## config.mk

```make
export PLATFORM = sky130hd
export DESIGN_NAME = text_console
export DESIGN_NICKNAME = d
export VERILOG_FILES = /design/src/rtl/text_console.sv
export SDC_FILE = /design/constraint.sdc
export NUM_CORES = 1
export LEC_CHECK = 0
export CORE_UTILIZATION = 31
export CTS_BUF_LIST = sky130_fd_sc_hd__clkbuf_4 sky130_fd_sc_hd__clkbuf_8
export DETAILED_ROUTE_END_ITERATION = 10
export GPL_TIMING_DRIVEN = 0
export HOLD_SLACK_MARGIN = 0.02
export SYNTH_ARGS = -nofsm -noshare
export SYNTH_HDL_FRONTEND = slang
export SYNTH_SLANG_ARGS = --single-unit
```

## constraint.sdc

```tcl
create_clock -name clk_sys -period 7.2 [get_ports clk_sys]
set_input_delay 0.72 -clock clk_sys [delete_from_list [all_inputs] [get_ports clk_sys]]
set_output_delay 0.72 -clock clk_sys [all_outputs]
set_load 0.1 [all_outputs]
```

## src/rtl/text_console.sv

```systemverilog
// Text-mode RAM sequencer: accepts PUT/NEWLINE/CLEAR/HOME commands, tracks the cursor
// and treats the tram as a circular line buffer whose top line is scroll_offs.
module text_console #(
  parameter int WORD      = 32,
  parameter int BYTE_CNT  = 4,
  parameter int ADDRW     = 11,
  parameter int TEXT_HRES = 84,
  parameter int TEXT_VRES = 24,
  parameter logic [WORD-1:0] CLEAR_WORD = 32'h0
) (
  input  logic                clk_sys,
  input  logic                rst_sys,
  input  logic                cmd_valid,
  output logic                cmd_ready,
  input  logic [1:0]          cmd_op,
  input  logic [WORD-1:0]     cmd_data,
  output logic [BYTE_CNT-1:0] tram_we,
  output logic [ADDRW-1:0]    tram_addr,
  output logic [WORD-1:0]     tram_din,
  output logic [ADDRW-1:0]    scroll_offs,
  output logic [ADDRW-1:0]    cur_x,
  output logic [ADDRW-1:0]    cur_y,
  output logic                busy
);

  localparam int DEPTH = TEXT_HRES * TEXT_VRES;
  localparam logic [ADDRW:0]   DEPTH_C = (ADDRW+1)'(DEPTH);
  localparam logic [ADDRW:0]   HRES_C  = (ADDRW+1)'(TEXT_HRES);
  localparam logic [ADDRW-1:0] HRES_A  = ADDRW'(TEXT_HRES);
  localparam logic [ADDRW-1:0] LAST_X  = ADDRW'(TEXT_HRES - 1);
  localparam logic [ADDRW-1:0] LAST_Y  = ADDRW'(TEXT_VRES - 1);
  localparam logic [ADDRW-1:0] ONE_A   = {{(ADDRW-1){1'b0}}, 1'b1};
  localparam logic [ADDRW:0]   ONE_C   = {{ADDRW{1'b0}}, 1'b1};
  localparam logic [BYTE_CNT-1:0] WE_ALL = {BYTE_CNT{1'b1}};

  localparam logic [1:0] OP_PUT     = 2'd0;
  localparam logic [1:0] OP_NEWLINE = 2'd1;
  localparam logic [1:0] OP_CLEAR   = 2'd2;
  localparam logic [1:0] OP_HOME    = 2'd3;

  typedef enum logic [1:0] {IDLE = 2'd0, WRITE = 2'd1, CLRLINE = 2'd2, CLRALL = 2'd3} state_t;

  state_t               state, state_nxt;
  logic [ADDRW-1:0]     row_base, row_nxt, scroll_nxt, x_nxt, y_nxt, addr_nxt;
  logic [ADDRW:0]       cnt, cnt_nxt;
  logic                 scroll_pend, pend_nxt;
  logic [BYTE_CNT-1:0]  we_nxt;
  logic [WORD-1:0]      din_nxt;
  logic                 accept;

  // Modular address add; operands are always below DEPTH so one subtract suffices.
  function automatic logic [ADDRW-1:0] add_mod(input logic [ADDRW-1:0] a, input logic [ADDRW-1:0] b);
    logic [ADDRW:0] s;
    s = {1'b0, a} + {1'b0, b};
    if (s >= DEPTH_C) begin
      s = s - DEPTH_C;
    end else begin
      s = s;
    end
    return s[ADDRW-1:0];
  endfunction

  assign cmd_ready = (state == IDLE) && !rst_sys;
  assign accept    = cmd_valid && cmd_ready;
  assign busy      = (state != IDLE);

  // State register.
  always_ff @(posedge clk_sys or posedge rst_sys) begin
    if (rst_sys) begin
      state <= IDLE;
    end else begin
      state <= state_nxt;
    end
  end

  // Next-state decode.
  always_comb begin
    state_nxt = state;
    case (state)
      IDLE: begin
        if (accept) begin
          case (cmd_op)
            OP_PUT:     state_nxt = WRITE;
            OP_NEWLINE: state_nxt = (cur_y < LAST_Y) ? IDLE : CLRLINE;
            OP_CLEAR:   state_nxt = CLRALL;
            OP_HOME:    state_nxt = IDLE;
            default:    state_nxt = IDLE;
          endcase
        end else begin
          state_nxt = IDLE;
        end
      end
      WRITE:   state_nxt = scroll_pend ? CLRLINE : IDLE;
      CLRLINE: state_nxt = (cnt < HRES_C) ? CLRLINE : IDLE;
      CLRALL:  state_nxt = (cnt < DEPTH_C) ? CLRALL : IDLE;
      default: state_nxt = IDLE;
    endcase
  end

  // Next values of the cursor, scroll and tram write port registers.
  always_comb begin
    we_nxt     = '0;
    addr_nxt   = tram_addr;
    din_nxt    = tram_din;
    row_nxt    = row_base;
    scroll_nxt = scroll_offs;
    x_nxt      = cur_x;
    y_nxt      = cur_y;
    pend_nxt   = scroll_pend;
    cnt_nxt    = cnt;
    case (state)
      IDLE: begin
        if (accept) begin
          case (cmd_op)
            OP_PUT: begin
              we_nxt   = WE_ALL;
              addr_nxt = add_mod(row_base, cur_x);
              din_nxt  = cmd_data;
              if (cur_x < LAST_X) begin
                x_nxt    = cur_x + ONE_A;
                pend_nxt = 1'b0;
              end else begin
                x_nxt   = '0;
                row_nxt = add_mod(row_base, HRES_A);
                if (cur_y < LAST_Y) begin
                  y_nxt    = cur_y + ONE_A;
                  pend_nxt = 1'b0;
                end else begin
                  pend_nxt = 1'b1;
                end
              end
            end
            OP_NEWLINE: begin
              x_nxt   = '0;
              row_nxt = add_mod(row_base, HRES_A);
              if (cur_y < LAST_Y) begin
                y_nxt = cur_y + ONE_A;
              end else begin
                // The line being scrolled away becomes the new cursor line; clear it.
                we_nxt   = WE_ALL;
                addr_nxt = add_mod(row_base, HRES_A);
                din_nxt  = CLEAR_WORD;
                cnt_nxt  = ONE_C;
              end
            end
            OP_CLEAR: begin
              we_nxt   = WE_ALL;
              addr_nxt = '0;
              din_nxt  = CLEAR_WORD;
              cnt_nxt  = ONE_C;
            end
            OP_HOME: begin
              x_nxt   = '0;
              y_nxt   = '0;
              row_nxt = scroll_offs;
            end
            default: begin
              x_nxt = cur_x;
            end
          endcase
        end else begin
          cnt_nxt = cnt;
        end
      end
      WRITE: begin
        if (scroll_pend) begin
          we_nxt   = WE_ALL;
          addr_nxt = row_base;
          din_nxt  = CLEAR_WORD;
          cnt_nxt  = ONE_C;
          pend_nxt = 1'b0;
        end else begin
          pend_nxt = 1'b0;
        end
      end
      CLRLINE: begin
        if (cnt < HRES_C) begin
          we_nxt   = WE_ALL;
          addr_nxt = add_mod(row_base, cnt[ADDRW-1:0]);
          din_nxt  = CLEAR_WORD;
          cnt_nxt  = cnt + ONE_C;
        end else begin
          scroll_nxt = add_mod(scroll_offs, HRES_A);
          cnt_nxt    = '0;
        end
      end
      CLRALL: begin
        if (cnt < DEPTH_C) begin
          we_nxt   = WE_ALL;
          addr_nxt = cnt[ADDRW-1:0];
          din_nxt  = CLEAR_WORD;
          cnt_nxt  = cnt + ONE_C;
        end else begin
          scroll_nxt = '0;
          row_nxt    = '0;
          x_nxt      = '0;
          y_nxt      = '0;
          cnt_nxt    = '0;
        end
      end
      default: begin
        cnt_nxt = '0;
      end
    endcase
  end

  // Datapath and output registers.
  always_ff @(posedge clk_sys or posedge rst_sys) begin
    if (rst_sys) begin
      tram_we     <= '0;
      tram_addr   <= '0;
      tram_din    <= '0;
      row_base    <= '0;
      scroll_offs <= '0;
      cur_x       <= '0;
      cur_y       <= '0;
      scroll_pend <= 1'b0;
      cnt         <= '0;
    end else begin
      tram_we     <= we_nxt;
      tram_addr   <= addr_nxt;
      tram_din    <= din_nxt;
      row_base    <= row_nxt;
      scroll_offs <= scroll_nxt;
      cur_x       <= x_nxt;
      cur_y       <= y_nxt;
      scroll_pend <= pend_nxt;
      cnt         <= cnt_nxt;
    end
  end

endmodule

```

* Word level (Yosys, flattened, before mapping) *
Index checks and enable logic that the tools add are counted.
Widths: inputs -> output; s select.

word-level totals
  bits in registers = 106
  bits of input ports = 37
  output and inout port bits = 82
  word-level logic and storage cells = 125

cells by class
  add/subtract/negate cells = 11
  order comparisons = 8
  equal/unequal tests = 19
  muxes and demuxes = 60
  reduce and logical (&&, ||, !) cells = 17

operators by type and width
  cell                    count
  $mux 11                 18
  $mux 32                 5
  $pmux 32 s4             1
  $pmux 11 s2             5
  $pmux 11 s3             3
  $pmux 32 s3             1
  $mux 12                 5
  $ge 12x11->1 const B    4
  $pmux 12 s4             1
  $pmux 11 s4             1
  $sub 11x11->11 const B  4
  $add 11x11->12          2
  $add 11x7->12 const B   2
  $pmux 12 s2             1
  $add 11x1->11 const B   2
  $mux 4                  5
  $pmux 2 s4              2
  $pmux 4 s4              1
  $add 12x1->12 const B   1
  $lt 12x11->1 const B    1
  $lt 12x7->1 const B     1
  $ne 2x2->1 const B      6
  $lt 11x5->1 const B     1
  $lt 11x7->1 const B     1
  other kinds (20)        41

* Depth between registers and ports, before layout *
Gate-level depths: netlist of run 1.

  depth in word-level cells = 7
  gate-level depth with buffers = 12

* Worst setup path after synthesis of run 1 *
No wires, ideal clock.

  kind = flip-flop to flip-flop
  from = register cur_x[0]
  to = register tram_addr[9]
  arrival = 3506 ps
  required time = 7104 ps
  slack = 3598 ps
  cell stages (with the launch flop) = 12
  buffers on the path = 0
  clock period less this slack = 3602 ps
  path through = dfrtp_1 -> ha_1 -> fa_1 -> a21oi_1 -> o2111a_1 -> or3_1 -> ha_1 -> inv_1 -> or3b_1 -> mux2_4 -> o2111a_1 -> a311oi_2

on the way
  longest elaborated chain between the ends = 6
  elaborated cells on any way between the ends = 7
  those cells by class = add/sub (2); order compare (1); mux (4)

RTL lines
  element                                         RTL line  source
  start, declared                                 21        output logic [ADDRW-1:0] cur_x,
  start signal, assigned                          225       cur_x <= x_nxt;
  $add 11x11->12 *                                54        s = {1'b0, a} + {1'b0, b};
  $sub 11x11->11 or $ge 12x11->1 (tied branches)  56, 55
  $mux 11 *                                       55        if (s >= DEPTH_C) begin
  $pmux 11 s3 *                                   114       case (cmd_op)
  $mux 11 *                                       113       if (accept) begin
  $pmux 11 s4 *                                   111       case (state)
  end signal, assigned                            221       tram_addr <= addr_nxt;
  end, declared                                   18        output logic [ADDRW-1:0] tram_addr,

Every way passes the cells marked *; elsewhere a longest branch is shown, timed or not. The select of a mux whose other input is x is not followed.
A chain may end at the register's enable or synchronous reset.

* Worst setup path after layout of run 1 *
  from = register row_base[0]
  to = register tram_addr[9]

on the way
  longest elaborated chain between the ends = 7
  elaborated cells on any way between the ends = 17
  those cells by class = add/sub (6); order compare (3); mux (8)

RTL lines
  element                                         RTL line  source
  start, declared                                 44        logic [ADDRW-1:0] row_base, row_nxt, scroll_nxt, x_nxt, y_nxt, addr_nxt;
  start signal, assigned                          223       row_base <= row_nxt;
  $add 11x7->12                                   54
  $sub 11x11->11 or $ge 12x11->1 (tied branches)  56, 55
  $mux 11                                         55
  $mux 11                                         136       if (cur_y < LAST_Y) begin
  $pmux 11 s3                                     114
  $mux 11                                         113
  $pmux 11 s4 *                                   111

Marks and branches as above.

==> results of run 1 <==
==> power groups by stage <==
stage / clock network [mW] / logic, mW / registers [mW]
detailed placement: 0 / 0.0686 / 0.575
global placement: 0 / 0.0673 / 0.575
finish: 0.420 / 0.0689 / 0.564
CTS: 0.434 / 0.0694 / 0.564
floorplan: 0 / 0.0303 / 0.579
global route: 0.452 / 0.0756 / 0.564
==> routing by layer <==
layer,vias to the layer above,wire length [um],track usage (%),part of all wire [%]
met3,25,1308,3.157,6.3
met5,-,0,0,0
met1,3117,9974,25.12,48
met2,221,9206,28.75,44
li1,3213,-,-,-
met4,0,308,4.954,1.5
==> worst min-delay path: stages (launching register included) <==
cell and delay, ns:
dfrtp_1 0.35, nand2_1 0.05, nand2_1 0.05
==> worst paths after layout <==
kind | slack [ns] | to | from
setup reg to reg | 3.70 | tram_addr[9] | row_base[0]
hold reg to reg | 0.48 | tram_addr[3] | tram_addr[3]
max in group asynchronous | 5.72 | tram_din[19] | rst_sys
min in group asynchronous | 0.79 | cur_y[1] | rst_sys
hold / removal | 0.48 | tram_addr[3] | tram_addr[3]
setup / recovery | 3.70 | tram_addr[9] | row_base[0]
==> layout make-up <==
| type | count | area, sq um | area share [%] |
|---|---|---|---|
| plain buffers | 39 | 176.4 | 2.009 |
| clock buffers | 11 | 138.9 | 1.581 |
| clock inverters | 5 | 82.58 | 0.9403 |
| inverters | 26 | 100.1 | 1.140 |
| multi-input cells | 642 | 4243 | 48.31 |
| flip-flops and latches | 100 | 2502 | 28.49 |
| well taps | 280 | 350.3 | 3.989 |
| repair buffers | 117 | 1189 | 13.53 |
==> state kept, by name, indices dropped and copies added, names as in the netlist <==
register,cells
tram_addr,11
tram_we,1
scroll_offs,9
cur_y,11
cnt,12
row_base,10
scroll_pend,1
cur_x,11
state,2
tram_din,32
==> stage by stage <==
step / setup WS [ns] / utilization (%) / hold slack (ns) / power (mW)
2_1_floorplan: 3.598 / - / 0.5034 / 0.6090
3_3_place_gp: 2.014 / 38.73 / 0.4611 / 0.6423
3_5_place_dp: 3.722 / 38.87 / 0.4647 / 0.6435
4_1_cts: 3.736 / 39.87 / 0.4883 / 1.068
5_1_grt: 3.550 / 39.87 / 0.5095 / 1.091
6_report: 3.703 / 39.87 / 0.4833 / 1.053
==> cell families after synthesis <==
family | Yosys count | share of synthesized area (%)
AOI/OAI and AO/OA | 257 | 25.75
muxes | 15 | 2.265
DFF | 100 | 35.67
xor gates and xnor gates | 26 | 3.353
other | 1 | 0.05345
adders and majority gates | 45 | 8.168
and+or+nand+nor | 297 | 20.83
buffers and inverters | 65 | 3.906
==> cell usage after synthesis (4+ instances only) <==
cell type and n:
nand4_1 4, o2111a_1 4, dfrtp_1 100, clkbuf_1 24
a22oi_1 7, a21o_1 14, mux2i_1 11, buf_2 6
inv_1 26, a211oi_1 10, o31ai_1 10, a31o_2 4
or4_1 4, or3_1 4, and3_1 7, xnor2_1 12
o211ai_1 13, nand2b_1 14, and2_1 10, nor2b_1 17
xor2_1 13, o41ai_1 5, a41oi_1 5, nor2_1 50
ha_1 41, buf_4 6, a31oi_1 4, nand3_1 19
o21ai_0 81, a21oi_1 35, nor3_1 16, nand2_1 126
o21a_1 7, a221oi_1 6, o21ai_1 5
==> impl_metrics.env, run 1 <==
export IMPL_yosysTopAreaCell="dfrtp_1"
export IMPL_drtPass1Iterations=10
export IMPL_cp_depth=11
export IMPL_tns_ns=0
export IMPL_cts_num_sinks=100
export IMPL_syn_area_sq_um=7015
export IMPL_hold_class="reg2reg"
export IMPL_rsz0062_at_grt="false"
export IMPL_cp_arrival_ns=3.81
export IMPL_io_pins=119
export IMPL_final_area_sq_um=8782
export IMPL_grtUsageTotal_pct=18.05
export IMPL_routed_via_count=6576
export IMPL_cpPeakStageDelay_ns=0.52
export IMPL_grt_pass1_wl_mm=33.65
export IMPL_fmax_mhz=286.0
export IMPL_numCtsBuffers=9
export IMPL_path_class="reg2reg"
export IMPL_synth_ff_type="dfrtp_1"
export IMPL_path_max_fanout=8
export IMPL_rows=54
export IMPL_fin_crit_sh_pct=48.57
export IMPL_p_sw_share_pct=24.37
export IMPL_drv_slew=0
export IMPL_p_int_mw=0.7963
export IMPL_hold_buffers=0
export IMPL_core_area_sq_um=22030
export IMPL_max_vdd_ir_drop_mv=0.09293
export IMPL_cts_max_level=3
export IMPL_clk_latency_ns=0.40
export IMPL_stdcell_count=1220
export IMPL_dp_cells=1204
export IMPL_netlist_area_leader_share_pct=35.67
export IMPL_fp_dieH_um=152.4
export IMPL_grt_pass1_vias=6222
export IMPL_cts_setup_buffers=0
export IMPL_hold_depth=2
export IMPL_antenna_found_initial=0
export IMPL_viasPerCell=5.390
export IMPL_grt_overflow=0
export IMPL_reg2reg_depth=11
export IMPL_yosys_warnings=0
export IMPL_grt_max_degree=61
export IMPL_critPathBufInv=1
export IMPL_crit_chain="ha_1 > fa_1 > a21oi_1 > o2111a_1 > or3_1 > ha_1 > inv_1 > or3b_1 > mux2_4 > o2111a_1 > a311oi_2"
export IMPL_synth_edf_count=0
export IMPL_cts_tree="yes"
export IMPL_final_cell_mix="nand2_1, clkdlybuf4s50_1, dfrtp_1"
export IMPL_path_delay_family="compound AO/OA/AOI/OAI gates"
export IMPL_gp_congestion=0.8721
export IMPL_fillerInstances=2239
export IMPL_ys_types=89
export IMPL_status="complete, but fails checks"
export IMPL_seq_power_share_pct=53.6
export IMPL_cts_root_buf="clkbuf_8"
export IMPL_final_setup_viol_count=0
export IMPL_syn_to_final_growth_pct=25.18
export IMPL_drtIter0Drc=445
export IMPL_syn_inst=806
export IMPL_tightestPinTransition_ns=1.041
export IMPL_final_hold_viol_count=0
export IMPL_required_ns=7.51
export IMPL_dieWidth_um=152.4
export IMPL_layout_commonest_cell="nand2_1"
export IMPL_synthTopCellsByArea="dfrtp_1, ha_1, nand2_1"
export IMPL_nNetsFinal=1015
export IMPL_drc=18
export IMPL_start_kind="flip-flop"
export IMPL_path_clk_slew_ns=0.11
export IMPL_diodes=0
export IMPL_seq_area_frac_synth_pct=35.67
export IMPL_ys_ff_latch=100
export IMPL_power_density_nw_per_um2=119.9
export IMPL_drive_gt1_share_pct=6.809
export IMPL_maxSlewHeadroom_pct=30.37
export IMPL_maxCapViolCount=0
export IMPL_place_area_sq_um=8561
export IMPL_finalCriticalPeriod_ns=3.497
export IMPL_fin_skew_ns=0.01330
export IMPL_portBuffers=116
export IMPL_dp_hpwl_mm=15.64
export IMPL_p_leak_nw=3.668
export IMPL_ys_async_sr_fraction_pct=100.0
export IMPL_p_sw_mw=0.2566
export IMPL_violations="DRC"
export IMPL_cts_resized_gates=0
export IMPL_end_kind="flip-flop"
export IMPL_postRouteAntennaNets=0
export IMPL_slowest_stage="dfrtp_1"
export IMPL_clkPwrFrac_pct=39.9
export IMPL_cts_buffer_depth=2
export IMPL_dieArea_sq_um=23240
export IMPL_syn_avg_cell_area_sq_um=8.704
export IMPL_initial_core_util_pct=31.85
export IMPL_p_comb_share_pct=6.5
export IMPL_post_drt_wl_per_cell_um=17.05
export IMPL_detail_route_wirelength_mm=20.80
(Power assumes the default switching activity.)
==> run 2, diff against run 1 <==
Clock period 7.2 ns to 3.48 ns, I/O delays scaled along.
==> run 2 against run 1 <==
The run still ends with DRC left; clock skew hardly changed; cell area shrank 0.26%; cell count unchanged; clock power is 83% higher; maximum frequency increased by 6.3%; worst hold slack worse by 0.10 ns; via count shrank 0.36%; clock-buffer cell count is the same; total power up 97%; critical path depth unchanged; register-to-register slack worse by 3.5 ns.
==> impl_metrics.env, run 2 (synthesis gave the netlist of run 1 again) <==
export IMPL_dpl_worst_slack_ns=0.07309
export IMPL_status="complete, but fails checks"
export IMPL_violations="DRC"
export IMPL_cts_buffer_depth=2
export IMPL_final_hold_viol_count=0
export IMPL_nNetsFinal=1015
export IMPL_p_leak_nw=3.637
export IMPL_start_kind="flip-flop"
export IMPL_clk_latency_ns=0.40
export IMPL_final_setup_viol_count=0
export IMPL_path_max_fanout=8
export IMPL_hold_buffers=0
export IMPL_grt_pass1_wl_mm=33.90
export IMPL_cts_tree="yes"
export IMPL_io_pins=119
export IMPL_rows=54
export IMPL_postRouteAntennaNets=0
export IMPL_drv_slew=0
export IMPL_syn_to_final_growth_pct=24.86
export IMPL_drive_gt1_share_pct=7.340
export IMPL_rsz0062_at_grt="false"
export IMPL_dieWidth_um=152.4
export IMPL_dp_hpwl_mm=15.57
export IMPL_reg_top3="tram_din (32), cnt (12)"
export IMPL_end_kind="flip-flop"
export IMPL_fmax_mhz=304.1
export IMPL_hold_class="in2async"
export IMPL_viasPerCell=5.370
export IMPL_portBuffers=116
export IMPL_maxSlewHeadroom_pct=31.85
export IMPL_cts_max_level=3
export IMPL_grtUsageTotal_pct=18.08
export IMPL_cp_arrival_ns=3.61
export IMPL_fp_dieH_um=152.4
export IMPL_cts_root_buf="clkbuf_8"
export IMPL_path_class="reg2reg"
export IMPL_max_vdd_ir_drop_mv=0.1533
export IMPL_grt_max_degree=64
export IMPL_grt_pass1_vias=6384
export IMPL_fin_skew_ns=0.01322
export IMPL_seq_power_share_pct=56.2
export IMPL_tightestPinTransition_ns=1.019
export IMPL_fin_crit_sh_pct=94.50
export IMPL_cts_setup_buffers=0
export IMPL_path_clk_slew_ns=0.11
export IMPL_post_drt_wl_per_cell_um=16.89
export IMPL_diodes=0
export IMPL_routed_via_count=6552
export IMPL_cts_num_sinks=100
export IMPL_gp_congestion=0.8808
export IMPL_tns_ns=0
export IMPL_p_comb_share_pct=6.9
export IMPL_detail_route_wirelength_mm=20.61
export IMPL_layout_commonest_cell="nand2_1"
export IMPL_drc=16
export IMPL_antenna_found_initial=0
export IMPL_largest_reg_flops=32
export IMPL_top_register="tram_din"
export IMPL_power_density_nw_per_um2=237.2
export IMPL_final_cell_mix="nand2_1, clkdlybuf4s50_1, dfrtp_1"
export IMPL_cts_resized_gates=0
export IMPL_p_sw_mw=0.5578
export IMPL_p_sw_share_pct=26.84
export IMPL_p_int_mw=1.520
export IMPL_finalWorstSetupSlack_ns=0.1915
export IMPL_dieArea_sq_um=23240
export IMPL_finalCriticalPeriod_ns=3.289
export IMPL_clkPwrFrac_pct=37.0
export IMPL_drtIter0Drc=501
export IMPL_numCtsBuffers=9
export IMPL_initial_core_util_pct=31.85
export IMPL_drtPass1Iterations=10
export IMPL_maxCapViolCount=0
export IMPL_core_area_sq_um=22030
export IMPL_grt_overflow=0
export IMPL_required_ns=3.80
==> run 2: changes by cell type in the layout (fill, tap and decap cells not counted), moves of 2 or more <==
| cell | before | now |
|---|---|---|
| dfrtp_1 | 100 | 96 |
| dfrtp_2 | 0 | 4 |
| clkinvlp_4 | 0 | 3 |
| bufinv_16 | 2 | 0 |
| inv_6 | 2 | 0 |
| inv_8 | 0 | 2 |
==> run 2: path summary, 6_finish.rpt <==
path                         startpoint            to  slack [ns]  cells after the start
max                         row_base[0]  tram_addr[9]        0.19                     11
min                             rst_sys      cur_y[0]        0.38                      2
max reg2reg                 row_base[0]  tram_addr[9]        0.19                     11
min reg2reg                tram_din[16]  tram_din[16]        0.49                      2
max in group asynchronous       rst_sys   tram_din[8]        2.40                      3
min in group clk_sys        cmd_data[3]   tram_din[3]        0.49                      3
==> run 2: through the flow <==
stage	util, %	power (mW)	area [sq um]	cells	hold slack (ns)
4_1_cts	39.75	2.105	8755	1220	0.3892
3_5_place_dp	38.88	1.333	8564	1204	0.4693
2_1_floorplan	-	1.260	7023	807	0.4840
3_3_place_gp	38.75	1.330	8534	1203	0.4602
5_1_grt	39.77	2.153	8760	1220	0.4243
6_report	39.77	2.078	8760	1220	0.3806
==> run 2: layer usage <==
layer / vias to the layer above / GRT usage (%) / wire length, um
li1: 3209 / - / -
met1: 3101 / 25.18 / 9894
met2: 210 / 28.20 / 8933
met3: 32 / 3.612 / 1370
met4: 0 / 5.435 / 407
met5: - / 0 / 0
==> run 2: layout make-up <==
class | instances | area [sq um]
buffer | 39 | 176.4
clock buffer | 11 | 145.1
clock inverter | 5 | 45.04
fill | 2267 | 13270
inverter | 26 | 100.1
multi-input combinational | 642 | 4247
sequential | 100 | 2507
tap | 280 | 350.3
timing repair buffer | 117 | 1189
==> run 2: power groups by stage <==
stage | sequential (mW) | combinational [mW] | clock [mW]
2_1_floorplan | 1.20 | 0.0627 | 0
3_3_place_gp | 1.19 | 0.140 | 0
3_5_place_dp | 1.19 | 0.143 | 0
4_1_cts | 1.17 | 0.144 | 0.793
5_1_grt | 1.17 | 0.155 | 0.830
6_report | 1.17 | 0.143 | 0.768
==> run 2: worst max-delay path, stage by stage (launching register included) <==
cell and delay, ns:
dfrtp_2 0.51, ha_1 0.24, fa_1 0.42, a21oi_2 0.24, o2111a_1 0.19, or3_1 0.19, ha_1 0.19, inv_1 0.05
or3b_1 0.39, mux2_4 0.31, o2111a_1 0.25, a311oi_2 0.23
